===== src/rtl/mips_pkg.sv =====
// Shared MIPS pipeline constants and types.
// Includes the memory arbiter state encoding.
package mips_pkg;

  localparam logic [5:0] OP_RTYPE = 6'h00;
  localparam logic [5:0] OP_LW    = 6'h23;
  localparam logic [5:0] OP_SW    = 6'h2b;
  localparam logic [5:0] OP_BEQ   = 6'h04;

  localparam logic [1:0] ALUOP_ADD   = 2'd0;
  localparam logic [1:0] ALUOP_SUB   = 2'd1;
  localparam logic [1:0] ALUOP_FUNCT = 2'd2;

  localparam logic [1:0] ST_IDLE  = 2'd0;
  localparam logic [1:0] ST_DATA  = 2'd1;
  localparam logic [1:0] ST_INSTR = 2'd2;
  localparam logic [1:0] ST_DONE  = 2'd3;

  typedef enum logic [1:0] {
    IDLE  = ST_IDLE,
    DATA  = ST_DATA,
    INSTR = ST_INSTR,
    DONE  = ST_DONE
  } arb_state_t;

endpackage


===== src/rtl/sat_counter.sv =====
// Up counter that sticks at its maximum value.
// Synchronous active-high clear.
module sat_counter #(
  parameter int WIDTH = 32
) (
  input  logic             clk,
  input  logic             rst,
  input  logic             inc,
  output logic [WIDTH-1:0] count
);

  always_ff @(posedge clk) begin
    if (rst)
      count <= '0;
    else if (inc && (count != '1))
      count <= count + 1'b1;
  end

endmodule


===== src/rtl/mem_arbiter.sv =====
// Single-port memory arbiter for IF/MEM stages.
// Data access is served before fetch; stall holds the pipe.
module mem_arbiter
  import mips_pkg::*;
#(
  parameter int ADDR_W = 32,
  parameter int DATA_W = 32
) (
  input  logic              clk,
  input  logic              rst,
  input  logic              if_req,
  input  logic [ADDR_W-1:0] if_addr,
  output logic [DATA_W-1:0] if_rdata,
  input  logic              d_read,
  input  logic              d_write,
  input  logic [ADDR_W-1:0] d_addr,
  input  logic [DATA_W-1:0] d_wdata,
  output logic [DATA_W-1:0] d_rdata,
  output logic              stall,
  output logic              mem_req,
  output logic              mem_we,
  output logic [ADDR_W-1:0] mem_addr,
  output logic [DATA_W-1:0] mem_wdata,
  input  logic [DATA_W-1:0] mem_rdata,
  input  logic              mem_ack,
  output logic [31:0]       stall_cnt
);

  arb_state_t        state;
  arb_state_t        state_nx;
  logic              req_nx;
  logic              we_nx;
  logic [ADDR_W-1:0] addr_nx;
  logic [DATA_W-1:0] wdata_nx;
  logic [DATA_W-1:0] if_nx;
  logic [DATA_W-1:0] d_nx;

  assign stall = (state != DONE) &&
                 (d_read || d_write || if_req);

  always_ff @(posedge clk) begin
    if (rst) begin
      state     <= IDLE;
      mem_req   <= 1'b0;
      mem_we    <= 1'b0;
      mem_addr  <= '0;
      mem_wdata <= '0;
      if_rdata  <= '0;
      d_rdata   <= '0;
    end else begin
      state     <= state_nx;
      mem_req   <= req_nx;
      mem_we    <= we_nx;
      mem_addr  <= addr_nx;
      mem_wdata <= wdata_nx;
      if_rdata  <= if_nx;
      d_rdata   <= d_nx;
    end
  end

  always_comb begin
    state_nx = state;
    req_nx   = mem_req;
    we_nx    = mem_we;
    addr_nx  = mem_addr;
    wdata_nx = mem_wdata;
    if_nx    = if_rdata;
    d_nx     = d_rdata;
    unique case (state)
      IDLE: begin
        if (d_read || d_write) begin
          state_nx = DATA;
          req_nx   = 1'b1;
          we_nx    = d_write;
          addr_nx  = d_addr;
          wdata_nx = d_wdata;
        end else if (if_req) begin
          state_nx = INSTR;
          req_nx   = 1'b1;
          we_nx    = 1'b0;
          addr_nx  = if_addr;
        end
      end
      DATA: begin
        if (mem_ack) begin
          if (!mem_we)
            d_nx = mem_rdata;
          // req stays high; the address change starts the fetch
          if (if_req) begin
            state_nx = INSTR;
            we_nx    = 1'b0;
            addr_nx  = if_addr;
          end else begin
            state_nx = DONE;
            req_nx   = 1'b0;
          end
        end
      end
      INSTR: begin
        if (mem_ack) begin
          if_nx    = mem_rdata;
          state_nx = DONE;
          req_nx   = 1'b0;
        end
      end
      DONE: begin
        state_nx = IDLE;
      end
    endcase
  end

  sat_counter #(
    .WIDTH(32)
  ) u_stall_cnt (
    .clk  (clk),
    .rst  (rst),
    .inc  (stall),
    .count(stall_cnt)
  );

endmodule


===== config.mk =====
export PLATFORM = sky130hd
export DESIGN_NAME = mem_arbiter
export DESIGN_NICKNAME = d
export VERILOG_FILES = /design/src/rtl/mips_pkg.sv /design/src/rtl/sat_counter.sv /design/src/rtl/mem_arbiter.sv
export SDC_FILE = /design/constraint.sdc
export NUM_CORES = 1
export LEC_CHECK = 0
export CORE_ASPECT_RATIO = 0.7
export CORE_MARGIN = 1
export CORE_UTILIZATION = 38
export CTS_CLUSTER_DIAMETER = 200
export CTS_CLUSTER_SIZE = 16
export DETAILED_ROUTE_END_ITERATION = 10
export GPL_ROUTABILITY_DRIVEN = 0
export PLACE_DENSITY = 0.83
export SYNTH_ARGS = -nofsm -noshare
export SYNTH_HDL_FRONTEND = slang
export SYNTH_SLANG_ARGS = --single-unit

===== constraint.sdc =====
create_clock -name clk -period 1.9 [get_ports clk]
set_input_delay 0.38 -clock clk [delete_from_list [all_inputs] [get_ports clk]]
set_output_delay 0.38 -clock clk [all_outputs]
set_load 0.01 [all_outputs]

-- Word-level counts from Yosys, hierarchy flattened
Cells that the tools add are included.
- word-level logic and storage cells: 52
- output and inout port bits: 163
- bits in registers: 164
- bits of input ports: 134
- multiplexer cells: 20
- reduce and logical (&&, ||, !) cells: 13
- add/sub/neg operators: 1
- bitwise logic cells: 1
- equal/unequal tests: 9
- operators with widths (operator ; number):
    $mux W32 ; 3
    $pmux W32 S2 ; 1
    $add A32 B1 Y32 const B ; 1
    $ne A32 B32 Y1 const B ; 1
    $mux W1 ; 9
    $mux W2 ; 4
    $ne A2 B2 Y1 const B ; 4
    $pmux W2 S4 ; 1
    $reduce_and A2 Y1 ; 3
    $reduce_and A3 Y1 ; 2
    $reduce_and A5 Y1 ; 1
    $eq A2 B2 Y1 const B ; 2
    $ne A3 B3 Y1 const B ; 1
    $pmux W1 S3 ; 1
    $reduce_bool A3 Y1 ; 1
    $eq A2 B1 Y1 const B ; 1
    $logic_and A1 B1 Y1 ; 2
    $logic_not A2 Y1 ; 1
    $logic_or A1 B1 Y1 ; 2
    $pmux W1 S2 ; 1
    $reduce_bool A2 Y1 ; 1
    $not A1 Y1 ; 1

-- Longest topological paths before layout
Gate-level depths: netlist (run 1).
- depth in word-level cells: 4
- mapped depth: 10
- mapped depth without buffers: 7

-- Hierarchy
A second synthesis (run 1) with hierarchy kept.
- cell total of the unflattened synthesis: 800
- area, all modules: 6795.3 µm²
- by module, submodules not included (module ; cells each ; times used ; area an instance (µm²) ; seq. area each (µm²)):
    mem_arbiter ; 601 ; 1 ; 5121.2 ; 2642.5
    sat_counter ; 199 ; 1 ; 1674.1 ; 640.6

-- Worst setup path before layout (run 1)
OpenSTA, ideal clock, no wires.
- kind: reg-to-reg
- start: register u_stall_cnt.count[24]
- end: register u_stall_cnt.count[5]
- stages on the path, launching flop included: 7
- required time: 1777 ps
- arrival: 1965 ps
- buffers on the path: 1
- setup slack: -188 ps
- setup time: 123 ps
- period minus slack after synthesis: 2088 ps
- cells stage by stage: dfxtp_1 nand4_1 or3_4 o41ai_4 buf_2 nor3_1 mux2_1
- longest elaborated chain between the ends: 2
- RTL lines (element ; RTL line ; RTL):
    start: declaration ; sat_counter.sv:9 ; output logic [WIDTH-1:0] count
    start signal: assignment ; sat_counter.sv:16 ; count <= count + 1'b1;
    $ne A32 B32 Y1 ; sat_counter.sv:15 ; else if (inc && (count != '1))
    $logic_and A1 B1 Y1 ; sat_counter.sv:15 ;
Every way passes these cells.
A chain may end at the register's enable or synchronous reset.

-- Worst setup path after layout (run 1)
- start: register u_stall_cnt.count[30]
- end: register u_stall_cnt.count[5]
Same word-level chain as after synthesis.

==> results.json, run 1 <==
{
  "yosys_register_bits": 164,
  "worst-endpoint-required_ns": 2.21,
  "fmax_mhz": 523,
  "rsz0062_at_grt": "true",
  "pwr_density_cell_nw_per_um2": 1220,
  "htreeDepth": 4,
  "violations_in_the_final_reports": "negative setup slack",
  "hold_path_class": "in2reg",
  "port_buffer_count": 296,
  "grt_first_pass_wirelength_um": 35000,
  "p_leak_nw": 4.20,
  "setup_ws_ns": -0.0103,
  "clk-insertion-delay-late_ns": 0.43,
  "grt_overflow_total": 0,
  "dominantRegCellSynth": "dfxtp_1",
  "worst_setup_hold_path_clk_slew_ns": 0.07,
  "synth-async-reset-ratio_pct": 0,
  "grt_pass1_vias": 6752,
  "netlist_instances": 837,
  "ys.warnings.count": 0,
  "fin_crit_ns": 1.91,
  "holdBufCountCts": 0,
  "yosysSeqAreaShare_pct": 49.1,
  "yosys.cell_types.count": 43,
  "clockRootBuffer": "clkbuf_16",
  "floorplan.core_area_um2": 17200,
  "commonest_cells_after_routing_fill_and_taps_aside": "clkdlybuf4s50_1, nand2_1, dfxtp_1, a21oi_1, buf_4",
  "p_seq_share_pct": 32.4,
  "route.detailed.vias_per_inst": 5.12,
  "switching_power_w": 0.00486,
  "hold_ws_ns": 0.364,
  "drtAntennaViolNets": 0,
  "finish.net_count": 1334,
  "power_frac_clock_pct": 26.4,
  "setup.worst_path.start_class": "register",
  "floorplan.die.width_um": 161,
  "floorplan.initialDensity_pct": 39.0,
  "crit_type": "reg2reg",
  "layout.cells.most_common": "clkdlybuf4s50_1",
  "numClockSinks": 164,
  "antenna_found_initial": 1,
  "final_min_period_over_clock_period_pct": 101,
  "dp_hpwl_um": 16000,
  "clock-skew-final_ns": 0.0167,
  "ir_drop_uv": 789,
  "standard_cell_row_count": 40,
  "tightest_slew_ns": 0.421,
  "switching_portion_of_total_power_pct": 34.5,
  "grt_start_max_net_pins": 45,
  "grt_use_total_pct": 24.4,
  "vias": 7359,
  "timing.critical_path.fanout_max": 4,
  "drt_first_pass_iters": 5,
  "mappedNetlistNets": 977,
  "instances_no_fill": 1438,
  "drt_first_iter_violations": 509,
  "avgSynthCellArea_um2": 7.99,
  "routed_wl_um": 23300,
  "hold_viol_final": 0,
  "synth_edf_count": 0,
  "slew_headroom_pct": 71.8,
  "tritoncts": "done",
  "endpoint_kind": "register",
  "design_internal_power_w": 0.00925,
  "layout-drive-gt1-share_pct": 17.1,
  "timing.final.setup_violations": 1,
  "dieArea_um2": 18100,
  "status": "finished, violations left",
  "area_growth_pct": 73.3,
  "max-cap-violations": 0,
  "report.final.slew_viol_count": 0,
  "p_comb_share_pct": 41.2,
  "netlist_area_um2": 6690,
  "drt-wirelength-per-cell_um": 16.2,
  "cts-buffers-inserted": 17,
  "crit_arrival_ns": 2.22,
  "clock_tree.buffer_depth": 2,
  "die_h_um": 113,
  "post-route-drc-count": 0,
  "setup_total_negative_slack_ns": -0.0103,
  "pin_count": 297,
  "dp_cells": 1387
}
[state kept, by name (all words and copies together) (netlist names)]
name / flops
mem_wdata: 32
mem_we: 1
mem_addr: 32
d_rdata: 32
state: 2
if_rdata: 32
u_stall_cnt.count: 32
mem_req: 1
[area by class of cell]
| cell class | count | area, µm² |
|---|---|---|
| Clock buffer | 18 | 450 |
| Timing Repair Buffer | 399 | 3940 |
| Antenna cell | 1 | 2.50 |
| Sequential cell | 164 | 3340 |
| Multi-Input combinational cell | 601 | 3330 |
| Inverter | 11 | 41.3 |
| Tap cell | 231 | 289 |
| Fill cell | 1355 | 5580 |
| Clock inverter | 13 | 190 |
[cells by family after synthesis]
logic type      count (synthesis)  share of synthesized area (%)
simple gates                  364                           25.3
compound gates                222                           19.1
flops                         164                           49.1
buf+inv                        72                           4.12
fa+ha+maj                       6                           1.12
xor+xnor                        5                          0.655
mux                             4                          0.636
[power groups by stage]
stage | clock network, W | logic (W) | registers (W)
2_1_floorplan | 0 | 0.00222 | 0.00496
3_3_place_gp | 0 | 0.00537 | 0.00460
3_5_place_dp | 0 | 0.00546 | 0.00463
4_1_cts | 0.00379 | 0.00550 | 0.00456
5_1_grt | 0.00394 | 0.00624 | 0.00466
6_report | 0.00372 | 0.00581 | 0.00458
[per-layer routing]
metal	track usage (%)	wire [µm]	vias up	share of wire [%]
li1	-	-	3597	-
met1	29.6	9700	3439	42
met2	41.1	11500	279	49
met3	6.38	1510	44	6.5
met4	10.3	654	0	2.8
met5	0	0	-	0
[repair_timing]
item	4_1_cts	5_1_grt
setup buffers	7	13
cloned	0	1
hold endpoints to repair	0	0
pin swaps	4	30
setup endpoints to repair	23	61
gates resized for setup	18	57
[critical path: stages (launching register included)]
cell and delay, ns:
dfxtp_2 0.33, nand4_1 0.14, or3_4 0.43, o41ai_4 0.35, buf_4 0.21, nor3_2 0.04
mux2_1 0.30
[Yosys cell counts, drive strengths merged (11+ instances only)]
library cell,number,area share [%]
nand2,211,12
inv,11,0.62
a211oi,37,4.2
nand3b,32,3.6
a21oi,119,8.9
clkbuf,54,3.0
or3,17,1.7
nor2,54,3.0
dfxtp,164,49
o21ai,47,3.5
[final timing paths]
check,start,endpoint,slack [ns],depth (start not counted)
setup / recovery,u_stall_cnt.count[30],u_stall_cnt.count[5],-0.01,6
setup reg to reg,u_stall_cnt.count[30],u_stall_cnt.count[5],-0.01,6
hold reg to reg,d_rdata[4],d_rdata[4],0.45,2
hold / removal,rst,u_stall_cnt.count[0],0.36,2
[through the flow]
| step | cell area [µm²] | util [%] | worst slack [ns] | total power, W |
|---|---|---|---|---|
| 2_1_floorplan | 6760 | - | -0.0764 | 0.00718 |
| 3_3_place_gp | 10500 | 61.4 | -0.416 | 0.00996 |
| 3_5_place_dp | 10500 | 61.4 | -0.532 | 0.0101 |
| 4_1_cts | 11300 | 65.5 | -0.0803 | 0.0139 |
| 5_1_grt | 11600 | 67.5 | -0.0786 | 0.0148 |
| 6_report | 11600 | 67.5 | -0.0103 | 0.0141 |
(Power assumes the default switching activity.)
==> run 2: changes to the inputs <==
--- a/config.mk
+++ b/config.mk
@@ -6,12 +6,13 @@
 export NUM_CORES = 1
 export LEC_CHECK = 0
 export CORE_ASPECT_RATIO = 0.7
-export CORE_MARGIN = 1
+export CORE_MARGIN = 2
 export CORE_UTILIZATION = 38
 export CTS_CLUSTER_DIAMETER = 200
 export CTS_CLUSTER_SIZE = 16
 export DETAILED_ROUTE_END_ITERATION = 10
 export GPL_ROUTABILITY_DRIVEN = 0
+export MAX_ROUTING_LAYER = met4
 export PLACE_DENSITY = 0.83
 export SYNTH_ARGS = -nofsm -noshare
 export SYNTH_HDL_FRONTEND = slang
==> run 2 against run 1 <==
The run now fails in detailed routing (5_2_route). Global-route usage is 0.14 points lower. Synthesized cell count stayed put. Synthesized area stayed put.
==> results.json, run 2 <==
{
  "antenna_found_initial": 0,
  "numClockSinks": 164,
  "port_buffer_count": 296,
  "grt_start_max_net_pins": 53,
  "yosys_register_bits": 164,
  "floorplan.die.width_um": 163,
  "worst_path_end_type": "sequential cell input",
  "mappedNetlistNets": 977,
  "synth-async-reset-ratio_pct": 0,
  "clockRootBuffer": "clkbuf_16",
  "synth.largest_area_cell": "dfxtp_1",
  "yosys.cell_types.count": 43,
  "cts-buffers-inserted": 17,
  "standard_cell_row_count": 40,
  "dominantRegCellSynth": "dfxtp_1",
  "synth_most_common_cell": "nand2_1",
  "error_text_reported_by_the_tool": "[ERROR DRT-0255] Maze Route cannot find path of net clk in worker of routeBox ( 144900 0 ) ( 162560 48300 ).",
  "grt_use_total_pct": 24.3,
  "netlist_area_um2": 6690,
  "crit_endpoint": "u_stall_cnt.count[19]$_SDFFE_PP0P_/D",
  "synth_largest_type_area_fraction_pct": 49.1,
  "pin_count": 297,
  "dp_cells": 1389,
  "netlist_instances": 837,
  "flow.stopped_at": "detailed routing (5_2_route)",
  "clock_tree.buffer_depth": 2,
  "die_h_um": 115,
  "grt_pass1_vias": 6850,
  "synth_area_leaders": "dfxtp_1, nand2_1, a21oi_1",
  "yosysSeqAreaShare_pct": 49.1,
  "dp_hpwl_um": 16200,
  "floorplan.initialDensity_pct": 38.8,
  "htreeDepth": 4,
  "grt_overflow_total": 0,
  "ys.warnings.count": 0,
  "status": "stopped before the end",
  "avgSynthCellArea_um2": 7.99,
  "synth_edf_count": 0,
  "grt_first_pass_wirelength_um": 34700,
  "placedInstanceArea_um2": 10600,
  "holdBufCountCts": 0,
  "post_synth_most_frequent_cells": "nand2_1, dfxtp_1, a21oi_1"
}
[run 2: cell counts after synthesis]
Identical to the previous run, type by type.
[run 2: metal layers]
layer / track usage, %
met5: -
met4: 7.73
met3: 5.99
met2: 41.6
met1: 28.2
[run 2: timing repair]
action / in CTS / in global routing
buffers inserted: 11 / 11
pin swaps: 11 / 20
endpoints found under the setup margin: 24 / 59
resized for setup: 21 / 36
[run 2: stage by stage]
step	worst slack, ns	hold WS [ns]
after floorplan	-0.0764	0.479
after global placement	-0.359	0.440
after detailed placement	-0.406	0.446
after CTS	-0.0454	0.346
after global routing	-0.0585	0.365
[run 2: cell families after synthesis]
family                     Yosys count  share of synthesized area, %
and+or+nand+nor                    364                          25.3
AOI/OAI and AO/OA                  222                          19.1
DFF                                164                          49.1
buffers and inverters               72                          4.12
adders and majority gates            6                          1.12
xor gates and xnor gates             5                         0.655
muxes                                4                         0.636
==> run 3: changes to the inputs <==
==> config.mk (replaced) <==
export PLATFORM = sky130hd
export DESIGN_NAME = mem_arbiter
export DESIGN_NICKNAME = d
export VERILOG_FILES = /design/src/rtl/mips_pkg.sv /design/src/rtl/sat_counter.sv /design/src/rtl/mem_arbiter.sv
export SDC_FILE = /design/constraint.sdc
export NUM_CORES = 1
export LEC_CHECK = 0
export CORE_MARGIN = 2
export CORE_UTILIZATION = 35
export DETAILED_ROUTE_END_ITERATION = 10
export GPL_ROUTABILITY_DRIVEN = 0
export PLACE_DENSITY_LB_ADDON = 0.15
export SYNTH_ARGS = -nofsm -noshare
export SYNTH_HDL_FRONTEND = slang
export SYNTH_SLANG_ARGS = --single-unit
==> constraint.sdc (replaced) <==
create_clock -name clk -period 2.45 [get_ports clk]
set_input_delay 0.49 -clock clk [delete_from_list [all_inputs] [get_ports clk]]
set_output_delay 0.49 -clock clk [all_outputs]
set_load 0.01 [all_outputs]
==> run 3 against run 2 <==
The flow now finishes without violations. Global-route usage decreased by 4.0 points.
==> results.json, run 3 (synthesized netlist as in run 1, its figures left out) <==
{
  "design_internal_power_w": 0.00690,
  "tightest_slew_ns": 0.985,
  "path_cells": "nand4_1 -> or3_4 -> o41ai_2 -> or4_1 -> a21oi_1",
  "drtAntennaViolNets": 0,
  "final_min_period_over_clock_period_pct": 91.6,
  "power_frac_clock_pct": 28.3,
  "clk-insertion-delay-late_ns": 0.43,
  "cp_slowest_cell": "o41ai_2",
  "layout-drive-gt1-share_pct": 8.64,
  "rsz0062_at_grt": "false",
  "grt_start_max_net_pins": 93,
  "worst_setup_hold_path_clk_slew_ns": 0.07,
  "switching_power_w": 0.00351,
  "die_h_um": 142,
  "antenna_cells_inserted": 0,
  "finish.net_count": 1285,
  "slew_headroom_pct": 33.6,
  "drt-wirelength-per-cell_um": 15.0,
  "grt_overflow_total": 0,
  "port_buffer_count": 296,
  "layout.cells.most_common": "clkdlybuf4s50_1",
  "clock_tree.buffer_depth": 2,
  "pwr_density_cell_nw_per_um2": 957,
  "tritoncts": "done",
  "setup.worst_path.start_class": "register",
  "max_stage_delay_ns": 0.87,
  "dieArea_um2": 20200,
  "routed_wl_um": 20900,
  "setup_total_negative_slack_ns": 0,
  "report.final.slew_viol_count": 0,
  "timing.critical_path.fanout_max": 10,
  "numClockSinks": 164,
  "dp_cells": 1359,
  "p_leak_nw": 3.87,
  "crit_type": "reg2reg",
  "area_growth_pct": 62.6,
  "setup_fix_buffers_added_after_clock_tree_synthesis": 0,
  "clockRootBuffer": "clkbuf_16",
  "max-cap-violations": 0,
  "floorplan.die.width_um": 142,
  "vias": 6863,
  "grt_use_total_pct": 20.3,
  "floorplan.initialDensity_pct": 35.8,
  "placedInstanceArea_um2": 10200,
  "floorplan.core_area_um2": 18700,
  "finalInstanceArea_um2": 10900,
  "switching_portion_of_total_power_pct": 33.7,
  "p_comb_share_pct": 37.8,
  "crit_arrival_ns": 2.54,
  "grt_pass1_vias": 6300,
  "worst-endpoint-required_ns": 2.75,
  "ir_drop_uv": 619,
  "hold_viol_final": 0,
  "grt_first_pass_wirelength_um": 32600,
  "post-route-drc-count": 0,
  "standard_cell_row_count": 50,
  "p_seq_share_pct": 33.9,
  "htreeDepth": 4,
  "fillCellCount": 1704,
  "timing.final.setup_violations": 0,
  "pin_count": 297,
  "dp_hpwl_um": 14600,
  "fin_crit_ns": 2.24,
  "route.detailed.vias_per_inst": 4.93,
  "drt_first_pass_iters": 6,
  "cts-buffers-inserted": 17,
  "fmax_mhz": 446,
  "instances_no_fill": 1392,
  "drt_first_iter_violations": 288,
  "antenna_found_initial": 0,
  "totalPowerFinal_w": 0.0104,
  "clock-skew-final_ns": 0.0119,
  "hold_path_class": "reg2reg",
  "commonest_cells_after_routing_fill_and_taps_aside": "clkdlybuf4s50_1, nand2_1, dfxtp_1, a21oi_1, nor2_1",
  "status": "finished, final reports clean",
  "endpoint_kind": "register"
}
==> run 3: final cells by class <==
| type | instances | area, µm² | share of cell area (%) |
|---|---|---|---|
| repair buffers | 349 | 3450 | 31.7 |
| flip-flops and latches | 164 | 3280 | 30.2 |
| multi-input cells | 602 | 3160 | 29.1 |
| clock buffers | 18 | 439 | 4.04 |
| well taps | 234 | 293 | 2.69 |
| clock inverters | 14 | 209 | 1.92 |
| inverters | 11 | 41.3 | 0.380 |
==> run 3: per-layer routing <==
| metal | track usage (%) | vias up | wire length, µm |
|---|---|---|---|
| li1 | - | 3497 | - |
| met1 | 25.0 | 3136 | 8950 |
| met2 | 33.0 | 206 | 10000 |
| met3 | 7.50 | 24 | 1600 |
| met4 | 6.47 | 0 | 385 |
| met5 | 0 | - | 0 |
==> run 3: worst paths after layout <==
check,start,end,slack (ns),cells past startpoint
min,d_rdata[29],d_rdata[29],0.45,2
max,u_stall_cnt.count[23],u_stall_cnt.count[15],0.21,5
min reg2reg,d_rdata[29],d_rdata[29],0.45,2
max reg2reg,u_stall_cnt.count[23],u_stall_cnt.count[15],0.21,5
==> run 3: worst max-delay path: cells and delay by family (launching register included) <==
family / cells / cell delay, ns
AOI/OAI and AO/OA: 2 / 0.93
DFF: 1 / 0.38
and+or+nand+nor: 3 / 0.81
==> run 3: what timing repair did <==
action                                  in CTS  in global routing
pin swaps                                    0                  1
endpoints found under the setup margin       1                  6
hold buffers                                 0                  0
gates cloned                                 0                  1
resized for setup                            1                  1
==> run 3: power by group through the flow <==
stage,clock (W),combinational (W),sequential [W]
6_report,0.00294,0.00394,0.00353
5_1_grt,0.00311,0.00435,0.00361
4_1_cts,0.00300,0.00400,0.00354
3_5_place_dp,0,0.00399,0.00359
3_3_place_gp,0,0.00399,0.00357
2_1_floorplan,0,0.00170,0.00384
==> run 3: metrics by stage <==
stage          util [%]  setup slack, ns  hold WS (ns)
4_1_cts            58.0           0.0131         0.434
3_5_place_dp       54.6           -0.115         0.446
3_3_place_gp       54.6          -0.0250         0.440
5_1_grt            58.1            0.121         0.470
2_1_floorplan         -            0.347         0.481
6_report           58.1            0.206         0.451
